==> src/rtl/elementwise_div_float.sv <==
// Four-lane IEEE-754 divider sharing one radix-2 restoring mantissa divider.
// Optional macro ELEMENTWISE_DIV_RNE_EN selects round-to-nearest-even over truncation.
module elementwise_div_float #(
    parameter int DATA_WIDTH = 32
) (
    input  logic                    clk,
    input  logic                    rst_n,
    input  logic                    in_valid,
    output logic                    in_ready,
    input  logic [4*DATA_WIDTH-1:0] a,
    input  logic [4*DATA_WIDTH-1:0] b,
    output logic                    out_valid,
    input  logic                    out_ready,
    output logic [4*DATA_WIDTH-1:0] result
);

    localparam int EXP_W = (DATA_WIDTH == 16) ? 5 : 8;
    localparam int MAN_W = (DATA_WIDTH == 16) ? 10 : 23;
    localparam int BIAS  = (1 << (EXP_W - 1)) - 1;
    localparam int Q     = MAN_W + 3;
    localparam int XW    = EXP_W + 2;
    localparam int CW    = $clog2(Q);

    localparam logic signed [XW-1:0] EXP_MAX = XW'((1 << EXP_W) - 1);
    localparam logic [DATA_WIDTH-1:0] QNAN =
        {1'b0, {EXP_W{1'b1}}, 1'b1, {(MAN_W-1){1'b0}}};

`ifdef ELEMENTWISE_DIV_RNE_EN
    localparam bit RNE = 1'b1;
`else
    localparam bit RNE = 1'b0;
`endif

    if (DATA_WIDTH != 32 && DATA_WIDTH != 16) begin : g_bad_width
        $error("elementwise_div_float: DATA_WIDTH must be 16 or 32");
    end

    typedef enum logic [2:0] {
        IDLE,
        SETUP,
        ITER,
        PACK,
        DONE
    } state_t;

    typedef enum logic [1:0] {
        SP_NONE,
        SP_NAN,
        SP_INF,
        SP_ZERO
    } special_t;

    state_t                         state;
    logic [3:0][DATA_WIDTH-1:0]     a_q;
    logic [3:0][DATA_WIDTH-1:0]     b_q;
    logic [3:0][DATA_WIDTH-1:0]     res_q;
    logic [1:0]                     lane;
    logic [CW-1:0]                  cnt;
    logic                           sign;
    logic signed [XW-1:0]           exp_q;
    special_t                       special;
    logic [MAN_W+1:0]               divisor;
    logic [MAN_W+1:0]               rem;
    logic [Q-1:0]                   quo;

    assign result = res_q;

    logic [DATA_WIDTH-1:0] op_a;
    logic [DATA_WIDTH-1:0] op_b;
    logic                  sa;
    logic                  sb;
    logic [EXP_W-1:0]      ea;
    logic [EXP_W-1:0]      eb;
    logic [MAN_W-1:0]      fa;
    logic [MAN_W-1:0]      fb;

    assign op_a = a_q[lane];
    assign op_b = b_q[lane];
    assign {sa, ea, fa} = op_a;
    assign {sb, eb, fb} = op_b;

    // Denormals (exp field 0) are classed as zero regardless of fraction.
    logic a_nan, a_inf, a_zero;
    logic b_nan, b_inf, b_zero;

    assign a_nan  = (&ea) & (|fa);
    assign a_inf  = (&ea) & ~(|fa);
    assign a_zero = ~(|ea);
    assign b_nan  = (&eb) & (|fb);
    assign b_inf  = (&eb) & ~(|fb);
    assign b_zero = ~(|eb);

    special_t sp_class;

    always_comb begin
        sp_class = SP_NONE;
        if (a_nan | b_nan | (a_zero & b_zero) | (a_inf & b_inf)) begin
            sp_class = SP_NAN;
        end else if (a_inf | b_zero) begin
            sp_class = SP_INF;
        end else if (a_zero | b_inf) begin
            sp_class = SP_ZERO;
        end
    end

    logic signed [XW-1:0] exp_diff;

    assign exp_diff = $signed({2'b00, ea}) - $signed({2'b00, eb})
                    + $signed(XW'(BIAS));

    // rem < 2*divisor holds throughout, so the shifted-out MSB is always 0.
    logic             rem_ge;
    logic [MAN_W:0]   rem_sub;

    assign rem_ge  = rem >= divisor;
    assign rem_sub = rem[MAN_W:0] - divisor[MAN_W:0];

    logic                  norm;
    logic [MAN_W-1:0]      mant;
    logic                  guard;
    logic                  sticky;
    logic                  rnd_up;
    logic [MAN_W:0]        mant_r;
    logic signed [XW-1:0]  exp_n;
    logic signed [XW-1:0]  exp_r;
    logic [DATA_WIDTH-1:0] packed_val;

    always_comb begin
        norm = quo[Q-1];
        if (norm) begin
            mant   = quo[Q-2:2];
            guard  = quo[1];
            sticky = quo[0] | (|rem);
            exp_n  = exp_q;
        end else begin
            mant   = quo[Q-3:1];
            guard  = quo[0];
            sticky = |rem;
            exp_n  = exp_q - XW'(1);
        end
        rnd_up = RNE & guard & (sticky | mant[0]);
        mant_r = {1'b0, mant} + {{MAN_W{1'b0}}, rnd_up};
        exp_r  = exp_n + $signed({{(XW-1){1'b0}}, mant_r[MAN_W]});

        packed_val = {sign, {(DATA_WIDTH-1){1'b0}}};
        unique case (special)
            SP_NAN:  packed_val = QNAN;
            SP_INF:  packed_val = {sign, {EXP_W{1'b1}}, {MAN_W{1'b0}}};
            SP_ZERO: packed_val = {sign, {(DATA_WIDTH-1){1'b0}}};
            SP_NONE: begin
                if (!exp_r[XW-1] && exp_r >= EXP_MAX) begin
                    packed_val = {sign, {EXP_W{1'b1}}, {MAN_W{1'b0}}};
                end else if (exp_r[XW-1] || exp_r == '0) begin
                    packed_val = {sign, {(DATA_WIDTH-1){1'b0}}};
                end else begin
                    packed_val = {sign, exp_r[EXP_W-1:0], mant_r[MAN_W-1:0]};
                end
            end
            default: packed_val = QNAN;
        endcase
    end

    always_ff @(posedge clk or negedge rst_n) begin
        if (!rst_n) begin
            state     <= IDLE;
            in_ready  <= 1'b1;
            out_valid <= 1'b0;
            a_q       <= '0;
            b_q       <= '0;
            res_q     <= '0;
            lane      <= '0;
            cnt       <= '0;
            sign      <= 1'b0;
            exp_q     <= '0;
            special   <= SP_NONE;
            divisor   <= '0;
            rem       <= '0;
            quo       <= '0;
        end else begin
            unique case (state)
                IDLE: begin
                    if (in_valid) begin
                        a_q      <= a;
                        b_q      <= b;
                        lane     <= '0;
                        in_ready <= 1'b0;
                        state    <= SETUP;
                    end
                end
                SETUP: begin
                    sign    <= sa ^ sb;
                    exp_q   <= exp_diff;
                    special <= sp_class;
                    rem     <= {1'b0, 1'b1, fa};
                    divisor <= {1'b0, 1'b1, fb};
                    quo     <= '0;
                    cnt     <= CW'(Q - 1);
                    state   <= ITER;
                end
                ITER: begin
                    rem <= rem_ge ? {rem_sub, 1'b0} : {rem[MAN_W:0], 1'b0};
                    quo <= {quo[Q-2:0], rem_ge};
                    if (cnt == '0) begin
                        state <= PACK;
                    end else begin
                        cnt <= cnt - CW'(1);
                    end
                end
                PACK: begin
                    res_q[lane] <= packed_val;
                    if (lane == 2'd3) begin
                        out_valid <= 1'b1;
                        state     <= DONE;
                    end else begin
                        lane  <= lane + 2'd1;
                        state <= SETUP;
                    end
                end
                DONE: begin
                    if (out_ready) begin
                        out_valid <= 1'b0;
                        in_ready  <= 1'b1;
                        state     <= IDLE;
                    end
                end
                default: begin
                    state <= IDLE;
                end
            endcase
        end
    end

endmodule

==> config.mk <==
export PLATFORM = sky130hd
export DESIGN_NAME = elementwise_div_float
export DESIGN_NICKNAME = d
export VERILOG_FILES = /design/src/rtl/elementwise_div_float.sv
export SDC_FILE = /design/constraint.sdc
export NUM_CORES = 1
export LEC_CHECK = 0
export ABC_CLOCK_PERIOD_IN_PS = 6550
export BUFFER_PORTS_ARGS = -buffer_cell sky130_fd_sc_hd__buf_4
export CELL_PAD_IN_SITES_DETAIL_PLACEMENT = 1
export CELL_PAD_IN_SITES_GLOBAL_PLACEMENT = 1
export CORE_MARGIN = 3
export CORE_UTILIZATION = 30
export DETAILED_ROUTE_END_ITERATION = 10
export PLACE_DENSITY = 0.55
export RECOVER_POWER = 50
export SYNTH_ARGS = -nofsm -noshare
export SYNTH_HDL_FRONTEND = slang
export SYNTH_SLANG_ARGS = --single-unit
==> constraint.sdc <==
create_clock -name clk -period 6.55 [get_ports clk]
set_input_delay 0.655 -clock clk [delete_from_list [all_inputs] [get_ports clk]]
set_output_delay 0.655 -clock clk [all_outputs]
set_load 0.02 [all_outputs]
### Word level (Yosys, flattened, before mapping)

Index checks and enable logic that the tools add are counted.

* output and inout port bits: 130
* word-level logic and storage cells: 121
* register bits: 484

* order comparisons: 4
* eq/ne operators: 14
* $add $sub $neg: 6
* reductions and logical operators: 24
* muxes and demuxes: 34
* bitwise gates (word level): 16

Operators by type and width (number)
* 32-bit binary-select mux with 2-bit select: 2
* 128-bit bitwise mux: 1
* 32-bit one-hot mux with 4 select lines: 1
* 32-bit 2-to-1 mux: 3
* 32-bit demux with 2-bit select: 1
* 31-bit 2-to-1 mux: 2
* 26-bit one-hot mux with 2 select lines: 1
* 25-bit one-hot mux with 2 select lines: 1
* 23-bit OR reduction: 2
* 25-bit by 24-bit >= comparator with 1-bit output: 1
* 25-bit 2-to-1 mux: 1
* 24-bit subtractor: 1
* 23-bit 2-to-1 mux: 1
* 8-bit AND reduction: 2
* 8-bit OR reduction: 2
* 3-bit one-hot mux with 5 select lines: 1
* 3-bit 2-to-1 mux: 4
* 2-bit != test, second input constant: 6
* 3-bit AND reduction: 4
* 9-bit by 8-bit adder with 10-bit output, second input constant: 1
* 10-bit by 9-bit >= comparator with 1-bit output, second input constant: 1
* 10-bit logical NOT: 1
* 10-bit 2-to-1 mux: 1
* 2-bit 2-to-1 mux: 5
* 28 further kinds: 52

### Depth between registers and ports, before layout

Gate-level depths: netlist of the first run.

* word-level depth: 9
* gate-level depth with buffers: 17

### Worst setup path before layout of the first run

Ideal clock, no wire load.

* path kind: register to register
* start point: register lane[1]
* end point: register exp_q[9]
* arrival: 3.659 ns
* data required time: 6.485 ns
* library setup time: 0.065 ns
* period minus slack after synthesis: 3.724 ns
* cell stages (with the launch flop): 16
* path buffers: 3
* setup slack: 2.826 ns
* path through: dfrtp_1 > buf_2 > clkbuf_1 > clkbuf_1 > mux4_2 > inv_1 > ha_1 > inv_1 > fa_1 > a21o_1 > a21oi_1 > xnor2_1 > nor3_1 > nand3_1 > a2111oi_0 > a21o_1

* longest elaborated chain between the ends: 4
* elaborated cells between the ends (all ways): 6

Ends and longest elaborated chain
* start: declaration: line 57 `logic [1:0] lane;`
* start signal: assignment: line 215 `lane <= lane + 2'd1;`
* 32-bit binary-select mux with 2-bit select, on equally long branches: line 77, 78
* 32-bit 2-to-1 mux, on equally long branches: line 77, 78
* 8-bit by 8-bit subtractor with 9-bit output (*): line 108 `assign exp_diff = $signed({2'b00, ea}) - $signed({2'b00, eb})`
* 9-bit by 8-bit adder with 10-bit output (*): line 109 `+ $signed(XW'(BIAS));`
* end signal: assignment: line 192 `exp_q <= exp_diff;`
* end: declaration: line 60 `logic signed [XW-1:0] exp_q;`

Every way passes the cells marked *; elsewhere a longest branch is shown, timed or not. The select of a mux whose other input is x is not followed.
A chain may end at the register's enable or synchronous reset.

### Worst setup path in the final report of the first run

Ends and elaborated chain as after synthesis.

==> impl_metrics.py, run 1 <==
metrics = {
    "run_status": {
        "status": "complete, but fails checks",
        "violations": "capacitance limit, slew limit",
    },
    "worst_setup_path": {
        "start_kind": "flop",
        "worstPathArrival_ns": 5.41,
        "path_common_cell": "a21o_1",
        "cp_slowest_cell": "dfrtp_1",
        "cpPeakStageDelay_ns": 1.82,
        "cp.required_ns": 7.10,
        "end_kind": "flop",
        "crit_fanout": 41,
        "crit_type": "flop to flop",
        "crit_chain": "mux4_2 -> ha_1 -> inv_1 -> fa_1 -> a21o_1 -> a21oi_1 -> xnor2_1 -> nor3_1 -> nand3_1 -> a2111oi_0 -> a21o_1",
    },
    "die": {
        "die_area_sq_um": 77100,
        "ios": 390,
        "die_w_microns": 278,
        "coreArea_sq_um": 73100,
        "initial_core_util_pct": 30.3,
        "num_rows": 99,
        "die_y_microns": 278,
    },
    "clock_tree": {
        "cts_max_level": 2,
        "cts_buffers": 56,
        "insertion_delay_ns": 0.62,
        "cts_tree": "yes",
        "root_buffer": "clkbuf_16",
        "clockBufferDepth": 3,
        "clk_pin_slew_worst_paths_ns": 0.06,
        "post_cts.repair.setup_buffers": 0,
        "cts-resized-gates": 0,
        "clock_sinks": 484,
        "cts-hold-fix-buffers": 0,
    },
    "routing": {
        "num_vias": 15768,
        "wire_per_inst_microns": 21.4,
        "avgViaCountPerCell": 4.91,
        "ant_nets": 0,
        "drc": 0,
        "wl_microns": 68800,
        "firstDrtPassIters": 5,
        "drt_first_iter_violations": 861,
    },
    "place": {
        "placed_cells": 3100,
        "gp_congestion": 0.834,
        "io_buffers": 389,
        "hpwl_microns": 50700,
    },
    "synth": {
        "synth_area_per_cell_sq_um": 12.0,
        "synth_edf_count": 0,
        "postSynth.asyncResetShare_pct": 100,
        "seq_area_frac_synth_pct": 54.7,
        "synth_fp_nets": 2141,
        "synth_seq_cells": 484,
        "ys_types": 58,
        "netlist_area_sq_um": 22100,
        "ys.flop_type": "dfrtp_1",
        "syn_inst": 1839,
        "ys.warnings.count": 0,
    },
    "sta": {
        "fin_skew_ns": 0.0366,
        "setup_violations": 0,
        "timing.final.crit_share_pct": 74.3,
        "slew_viol_final": 237,
        "rsz0062_at_grt": "false",
        "fmax_mhz": 205,
        "slew_headroom_pct": -160,
        "holdWs_ns": 0.0581,
        "layout_min_cycle_time_ns": 4.87,
        "setup_tns_ns": 0,
        "tightest_slew_ns": 3.90,
        "hold_viol": 0,
    },
    "final_layout": {
        "drive_gt1_share_pct": 34.5,
        "area_growth_pct": 25.2,
        "stdcell_count": 3210,
        "layout.nets": 2501,
    },
    "power": {
        "power_frac_seq_pct": 33.0,
        "leakage_nw": 12.1,
        "irDropWorstVdd_uv": 221,
        "p_sw_w": 0.00586,
        "power.internal_w": 0.00931,
        "p_per_area_nw_per_um2": 547,
        "sw_frac_of_total_pct": 38.6,
        "combPwrFrac_pct": 45.2,
        "p_clk_share_pct": 21.8,
    },
    "global_routing": {
        "grt_pass1_vias": 17202,
        "grt_pass1_wl_microns": 106000,
        "grt_overflow": 0,
        "grt_use_total_pct": 17.7,
        "grt_max_degree": 169,
        "antenna_found_initial": 22,
    },
    "worst_hold_path": {
        "hold_path_class": "input pin to asynchronous set/reset pin",
    },
    "run": {
        "drv_cap": 3,
    },
}
==> per-stage QoR <==
step | setup WS, ns | area, sq um | power (W) | util [%]
after floorplan | 2.83 | 22200 | 0.00980 | -
after global placement | 2.63 | 26100 | 0.0119 | 35.7
after detailed placement | 2.59 | 26100 | 0.0121 | 35.7
after CTS | 2.57 | 28000 | 0.0155 | 38.4
after global routing | 1.26 | 27700 | 0.0163 | 37.9
final | 1.68 | 27700 | 0.0152 | 38.0
==> power by group through the flow <==
| stage | Combinational (W) | Sequential [W] | Clock, W |
|---|---|---|---|
| after floorplan | 0.00497 | 0.00483 | 0 |
| after CTS | 0.00700 | 0.00504 | 0.00341 |
| final | 0.00686 | 0.00500 | 0.00330 |
| after global placement | 0.00681 | 0.00504 | 0 |
| after global routing | 0.00761 | 0.00518 | 0.00355 |
| after detailed placement | 0.00696 | 0.00509 | 0 |
==> flip-flops by register name, indices dropped and copies added, names as in the netlist, 2 cells and up <==
| signal | cells |
|---|---|
| a_q | 128 |
| b_q | 128 |
| cnt | 5 |
| divisor | 24 |
| exp_q | 10 |
| lane | 2 |
| quo | 26 |
| rem | 25 |
| result | 128 |
| special | 2 |
| state | 3 |
==> cells in the mapped netlist (all sizes together), types with 20 or more instances <==
| cell | number | area [sq um] |
|---|---|---|
| nor2 | 53 | 201 |
| nand2 | 253 | 950 |
| dfrtp | 483 | 12100 |
| xnor2 | 25 | 219 |
| a22o | 24 | 210 |
| o21ai | 196 | 981 |
| ha | 40 | 500 |
| clkbuf | 81 | 304 |
| mux2 | 279 | 3140 |
| a21oi | 55 | 275 |
| buf | 23 | 113 |
| xor2 | 20 | 175 |
| inv | 51 | 191 |
| mux4 | 63 | 1420 |
==> area by class of cell <==
cell class | count | area, sq um
fillers | 7966 | 45300
flip-flops and latches | 484 | 12100
multi-input cells | 1200 | 9470
repair buffers | 406 | 2770
clock buffers | 78 | 1620
well taps | 959 | 1200
clock inverters | 22 | 344
inverters | 51 | 191
diodes | 10 | 25.0
==> cell families after synthesis <==
| group | count (synthesis) | share of synthesized area [%] |
|---|---|---|
| AND/OR/NAND/NOR | 411 | 8.09 |
| adder cells (fa/ha/maj) | 42 | 2.44 |
| buffers and inverters | 155 | 2.75 |
| flip-flops | 484 | 54.7 |
| XOR/XNOR | 45 | 1.78 |
| AO/OA/AOI/OAI | 344 | 8.94 |
| multiplexers | 358 | 21.3 |
==> worst paths after layout <==
check | cells past startpoint | from | slack [ns] | end
min reg2reg | 2 | divisor[23] | 0.47 | divisor[23]
max reg2reg | 11 | lane[1] | 1.68 | exp_q[9]
min | 1 | rst_n | 0.06 | result[109]
min in group clk | 2 | b[30] | 0.26 | b_q[30]
max | 11 | lane[1] | 1.68 | exp_q[9]
max in group asynchronous | 2 | rst_n | 2.13 | a_q[28]
==> layout by cell type, fill, tap and decap left out, types with 20 or more instances in the layout <==
master	netlist	routed
clkbuf_1	81	90
ha_1	40	40
inv_1	51	51
mux4_2	63	63
o21ai_1	91	90
o21ai_0	105	105
nor2_1	52	50
mux2_2	279	279
clkbuf_16	0	56
a21oi_1	55	55
nand2_1	253	249
dfrtp_1	483	482
xor2_1	20	20
buf_4	0	320
a22o_1	24	24
xnor2_1	25	25
==> layer usage <==
layer | up-vias | GRT usage [%] | part of all wire (%)
li1 | 7297 | - | -
met2 | 373 | 27.9 | 45
met4 | 26 | 3.83 | 1.8
met3 | 111 | 6.30 | 8.1
met5 | - | 0 | 0.29
met1 | 7961 | 23.4 | 44
==> worst max-delay path, delay by kind of cell, from the launching register on <==
| kind | cells | cell delay (ns) |
|---|---|---|
| multiplexers | 1 | 0.57 |
| AO/OA/AOI/OAI | 4 | 0.99 |
| AND/OR/NAND/NOR | 2 | 0.59 |
| adder cells (fa/ha/maj) | 2 | 0.57 |
| buffers and inverters | 1 | 0.06 |
| flip-flops | 1 | 1.82 |
| XOR/XNOR | 1 | 0.16 |
Power figures use the tool's default switching activity.
==> run 2: changes to the inputs <==
Settings changed: ABC_AREA set to 1, ABC_CLOCK_PERIOD_IN_PS 6550 to 4800, PLACE_DENSITY 0.55 to 0.58.
Clock period 6.55 ns to 4.8 ns, I/O delays scaled along.
==> run 2 against run 1 <==
- the flow still finishes with violations (capacitance limit, slew limit)
- hold slack better by 0.022 ns
- utilization is 0.91 points lower
- combinational power is 57% higher
- power is 44% higher
- clock power is 30% higher
- flip-flop and latch count stayed put
- via count is 30% higher
- largest cell class unchanged
- routed wire length is 26% higher
- die area is 8.7% higher
- final area is 5.8% higher
- sequential power is 36% higher
==> impl_metrics.py, run 2 <==
metrics = {
    "run_status": {
        "status": "complete, but fails checks",
        "violations": "capacitance limit, slew limit",
    },
    "worst_hold_path": {
        "hold_path_class": "input pin to flop",
        "holdPathEnd": "a_q[81]",
        "hold_start": "a[81]",
        "hold_depth": 3,
    },
    "routing": {
        "ant_nets": 0,
        "drt_first_iter_violations": 1097,
        "avgViaCountPerCell": 4.90,
        "firstDrtPassIters": 5,
        "num_vias": 20436,
        "drc": 0,
        "wire_per_inst_microns": 20.8,
        "wl_microns": 86900,
    },
    "synth": {
        "synth_seq_cells": 484,
        "synth_area_per_cell_sq_um": 8.81,
        "syn_inst": 2738,
        "ys.flop_type": "dfrtp_1",
        "synth_fp_nets": 3040,
        "postSynth.asyncResetShare_pct": 100,
        "synth_top_area_share_pct": 50.1,
        "synth_top_cells_by_count": "846 x nand2_1, 483 x dfrtp_1, 272 x nand3_1",
        "synth_area_leaders": "dfrtp_1 50%, nand2_1 13%, mux2_2 10%, nand3_1 5.6%, o21ai_0 3.2%",
        "yosys.cell_count.top_type": "nand2_1",
        "ys.warnings.count": 0,
        "seq_area_frac_synth_pct": 50.2,
        "netlist_area_sq_um": 24100,
        "ys_types": 50,
        "synth_top_cell_by_area": "dfrtp_1",
        "synth_edf_count": 0,
    },
    "final_layout": {
        "post-route-util_pct": 37.0,
        "area_growth_pct": 21.7,
        "layout.nets": 3377,
        "mostFrequentLayoutCell": "nand2_1",
        "final_cell_mix": "844 x nand2_1, 480 x dfrtp_1, 275 x buf_4, 272 x nand3_1, 220 x mux2_2",
        "stdcell_count": 4169,
        "drive_gt1_share_pct": 20.9,
    },
    "worst_setup_path": {
        "crit_fanout": 65,
        "reg2reg_depth": 6,
        "crit_type": "flop to flop",
        "end_kind": "flop",
        "start_kind": "flop",
        "r2r-start": "state[2]",
        "cp.required_ns": 5.28,
        "worstPathArrival_ns": 4.54,
        "r2r-end": "rem[21]",
        "r2r_slack_ns": 0.74,
    },
    "die": {
        "coreArea_sq_um": 79300,
        "die_w_microns": 290,
        "num_rows": 103,
        "die_y_microns": 290,
        "initial_core_util_pct": 30.4,
        "ios": 390,
        "die_area_sq_um": 83800,
    },
    "power": {
        "irDropWorstVdd_uv": 334,
        "leakage_nw": 14.0,
        "p_per_area_nw_per_um2": 746,
    },
    "sta": {
        "slew_headroom_pct": -98.2,
        "slew_viol_final": 195,
        "timing.final.crit_share_pct": 84.6,
        "setup_violations": 0,
        "tightest_slew_ns": 2.97,
        "rsz0062_at_grt": "false",
        "hold_viol": 0,
        "layout_min_cycle_time_ns": 4.06,
        "fmax_mhz": 246,
        "fin_skew_ns": 0.0308,
        "setup_tns_ns": 0,
    },
    "place": {
        "placed_cells": 4064,
        "io_buffers": 389,
        "gp_congestion": 0.846,
        "hpwl_microns": 63800,
    },
    "clock_tree": {
        "cts_tree": "yes",
        "cts_max_level": 2,
        "cts_buffers": 58,
        "post_cts.repair.setup_buffers": 0,
        "insertion_delay_ns": 0.62,
        "root_buffer": "clkbuf_16",
        "clk_pin_slew_worst_paths_ns": 0.06,
        "clockBufferDepth": 3,
        "clock_sinks": 484,
    },
    "run": {
        "drv_cap": 3,
    },
    "global_routing": {
        "grt_pass1_vias": 21662,
        "grt_max_degree": 110,
        "grt_use_total_pct": 20.4,
        "grt_pass1_wl_microns": 132000,
        "grt_overflow": 0,
        "antenna_found_initial": 4,
    },
}
[run 2: changes by cell type after synthesis, moves of 31 or more]
| cell | before | now |
|---|---|---|
| o21ai_0 | 105 | 155 |
| mux4_2 | 63 | 0 |
| nand3_1 | 17 | 272 |
| nor2_1 | 52 | 101 |
| a21oi_1 | 55 | 86 |
| mux2_2 | 279 | 220 |
| nand2_1 | 253 | 846 |
| buf_2 | 15 | 60 |
| inv_1 | 51 | 197 |
| o21ai_1 | 91 | 30 |
[run 2: how the worst max path moves through the flow]
| stage | end | startpoint |
|---|---|---|
| CTS | exp_q[8] | lane[0] |
| global route | lane[0] | rst_n |
| floorplan | exp_q[8] | lane[0] |
| global placement | exp_q[8] | lane[0] |
| finish | rem[21] | state[2] |
| detailed placement | exp_q[8] | lane[0] |
[run 2: logic make-up (layout without fill, tap and decap cells)]
kind of cell | after synthesis | in the layout | synth area share (%)
AOI/OAI and AO/OA | 320 | 320 | 7.06
xor gates and xnor gates | 21 | 21 | 0.763
adders and majority gates | 42 | 42 | 2.24
buffers and inverters | 350 | 729 | 6.03
DFF | 484 | 484 | 50.2
muxes | 220 | 220 | 10.3
other | 0 | 2 | 0
and+or+nand+nor | 1301 | 1301 | 23.4
[run 2: layout make-up]
class                   count  area (sq um)
multi-input cells        1904         10600
well taps                1050          1310
fillers                  9390         49900
flip-flops and latches    484         12100
diodes                      2          5.00
inverters                 209           793
clock buffers              86          1670
clock inverters            16           166
repair buffers            418          2730
[run 2: timing repair]
item	in CTS	in global routing
hold buffers	1	0
gates resized for setup	0	0
setup endpoints to repair	0	0
endpoints found under the hold margin	92	0
[run 2: critical path, stage by stage, from the launching register on]
cell	delay, ns
dfrtp_1	0.43
nor2_1	0.09
nand2_2	0.10
clkbuf_1	2.10
o21ai_0	0.72
nand2_1	0.35
nand2_1	0.08
[run 2: report_power, final]
part	internal, W	switching [W]	leakage, nW
Clock	0.00249	0.00180	0.894
Combinational	0.00375	0.00703	7.11
Sequential	0.00569	0.00112	6.03
[run 2: through the flow]
| stage | power [W] | worst slack, ns | cell area [sq um] | hold slack (ns) |
|---|---|---|---|---|
| floorplan | 0.0140 | 2.12 | 24100 | 0.184 |
| global placement | 0.0176 | 1.12 | 28000 | 0.446 |
| detailed placement | 0.0179 | 0.959 | 28000 | 0.451 |
| CTS | 0.0223 | 0.954 | 29900 | 0.0313 |
| global route | 0.0238 | 0.370 | 29400 | 0.0482 |
| finish | 0.0219 | 0.739 | 29400 | 0.0796 |
[run 2: metal layers]
metal | GRT usage [%] | vias up | wire [microns]
met5 | 0 | - | 23
met1 | 28.7 | 10236 | 40300
met2 | 33.4 | 457 | 40600
li1 | - | 9651 | -
met4 | 3.94 | 4 | 1510
met3 | 3.33 | 88 | 4400
==> run 3: changes to the inputs <==
Settings changed: ABC_CLOCK_PERIOD_IN_PS 4800 to 4100.
Clock period 4.8 ns to 4.1 ns, I/O delays scaled along.
==> run 3 against run 2 <==
- hold slack worse by 0.050 ns
- utilization up 2.8 points
- the flow still finishes with violations (capacitance limit, slew limit)
- highest routed layer unchanged
- routed wire length up 1.2%
==> impl_metrics.py, run 3 (same netlist as run 2, synthesis figures left out) <==
metrics = {
    "routing": {
        "num_vias": 20816,
        "drt_first_iter_violations": 1004,
        "ant_nets": 0,
        "avgViaCountPerCell": 4.79,
        "drc": 0,
        "wire_per_inst_microns": 20.2,
        "wl_microns": 87900,
        "firstDrtPassIters": 6,
    },
    "final_layout": {
        "fin_area_sq_um": 31600,
        "area_growth_pct": 31.0,
        "mostFrequentLayoutCell": "nand2_1",
        "final_cell_mix": "845 x nand2_1, 480 x dfrtp_1, 351 x buf_4, 272 x nand3_1, 220 x mux2_2",
        "drive_gt1_share_pct": 22.5,
        "post-route-util_pct": 39.9,
        "layout.nets": 3550,
    },
    "sta": {
        "slew_headroom_pct": -66.7,
        "timing.final.crit_share_pct": 78.2,
        "hold_viol": 0,
        "layout_min_cycle_time_ns": 3.21,
        "tightest_slew_ns": 2.50,
        "rsz0062_at_grt": "false",
        "setup_violations": 0,
        "holdWs_ns": 0.0299,
        "fmax_mhz": 312,
        "setup_slack_ns": 0.895,
        "slew_viol_final": 79,
        "setup_tns_ns": 0,
        "fin_skew_ns": 0.0386,
    },
    "place": {
        "io_buffers": 389,
        "pre_cts_slack_ns": 0.922,
        "gp_congestion": 0.856,
        "dpl_cell_area_sq_um": 28200,
        "hpwl_microns": 63900,
    },
    "global_routing": {
        "grt_max_degree": 116,
        "grt_use_total_pct": 20.7,
        "grt_pass1_vias": 22388,
        "grt_overflow": 0,
        "antenna_found_initial": 2,
        "grt_pass1_wl_microns": 134000,
    },
    "worst_setup_path": {
        "r2r-start": "lane[0]",
        "reg2reg_depth": 14,
        "end_kind": "flop",
        "endpoint": "exp_q[7]",
        "crit_type": "flop to flop",
        "cp.required_ns": 4.59,
        "worstPathArrival_ns": 3.70,
        "start_kind": "flop",
        "r2r-end": "exp_q[7]",
        "crit_start": "lane[0]",
        "r2r_slack_ns": 0.89,
        "crit_fanout": 40,
    },
    "power": {
        "leakage_nw": 15.2,
        "irDropWorstVdd_uv": 357,
        "sw_frac_of_total_pct": 44.7,
        "p_clk_share_pct": 20.8,
        "p_per_area_nw_per_um2": 836,
        "power_frac_seq_pct": 30.0,
        "p_sw_w": 0.0118,
        "combPwrFrac_pct": 49.3,
        "power.internal_w": 0.0146,
    },
    "clock_tree": {
        "cts_max_level": 2,
        "cts-resized-gates": 0,
        "clk_pin_slew_worst_paths_ns": 0.06,
        "root_buffer": "clkbuf_16",
        "clock_sinks": 484,
        "post_cts.repair.setup_buffers": 0,
        "insertion_delay_ns": 0.64,
        "cts_tree": "yes",
        "clockBufferDepth": 3,
        "cts_buffers": 57,
    },
    "run": {
        "drv_cap": 1,
    },
    "die": {
        "coreArea_sq_um": 79300,
        "die_y_microns": 290,
        "ios": 390,
        "die_area_sq_um": 83800,
        "num_rows": 103,
        "initial_core_util_pct": 30.4,
        "die_w_microns": 290,
    },
    "worst_hold_path": {
        "hold_path_class": "input pin to flop",
        "hold_start": "b[88]",
    },
    "run_status": {
        "status": "complete, but fails checks",
        "violations": "capacitance limit, slew limit",
    },
}
-- run 3: cell types whose count changed in the layout (fill, tap and decap cells not counted), sizes merged --
cell | before | now
buf | 282 | 362
bufinv | 2 | 8
clkbuf | 221 | 144
clkinv | 12 | 16
clkinvlp | 3 | 6
diode | 2 | 1
dlygate4sd3 | 1 | 164
-- run 3: layer usage --
metal | track usage (%) | vias to the layer above | routed length [microns]
met4 | 4.59 | 2 | 1720
met1 | 28.3 | 10286 | 40600
met2 | 34.7 | 450 | 41600
met5 | 0 | - | 9
li1 | - | 9979 | -
met3 | 2.96 | 99 | 4030
-- run 3: metrics by stage --
stage / std cells / power, W
floorplan: 2738 / 0.0164
global placement: 4075 / 0.0206
global route: 4346 / 0.0285
CTS: 4346 / 0.0267
finish: 4347 / 0.0264
detailed placement: 4075 / 0.0210
-- run 3: power groups by stage --
stage	Sequential [W]	Clock [W]	Combinational, W
final	0.00791	0.00549	0.0130
after global placement	0.00797	0	0.0127
after CTS	0.00794	0.00563	0.0131
after detailed placement	0.00801	0	0.0129
after global routing	0.00814	0.00584	0.0146
after floorplan	0.00767	0	0.00877
-- run 3: cell type report --
| cell class | count | area [sq um] |
|---|---|---|
| clock buffers | 78 | 1640 |
| well taps | 1050 | 1310 |
| fillers | 9302 | 47700 |
| inverters | 209 | 793 |
| multi-input cells | 1904 | 10600 |
| repair buffers | 592 | 4750 |
| flip-flops and latches | 484 | 12100 |
| diodes | 1 | 2.50 |
| clock inverters | 29 | 412 |
-- run 3: repair_timing --
action,in CTS,in global routing
hold endpoints to repair,238,0
hold buffers,164,0
endpoints found under the setup margin,0,0
-- run 3: how the worst min path moves through the flow --
| stage | cells past startpoint | end | slack [ns] |
|---|---|---|---|
| floorplan | 0 | a_q[0] | 0.11 |
| global placement | 2 | divisor[23] | 0.45 |
| detailed placement | 2 | divisor[23] | 0.45 |
| CTS | 2 | a_q[97] | 0.00002 |
| global route | 2 | a_q[97] | 0.001 |
| finish | 3 | b_q[88] | 0.03 |
-- run 3: critical path: stages (launching register included) --
cell and delay [ns]:
dfrtp_4 0.49, buf_4 0.41, buf_4 0.41, nand2_1 0.09, nand3_1 0.13, nand2_1 0.13, ha_1 0.37, inv_1 0.09
nor3_1 0.17, nand2_1 0.10, nand3_1 0.13, xnor2_1 0.16, nand4_1 0.14, nand3_1 0.12, o21ai_0 0.10
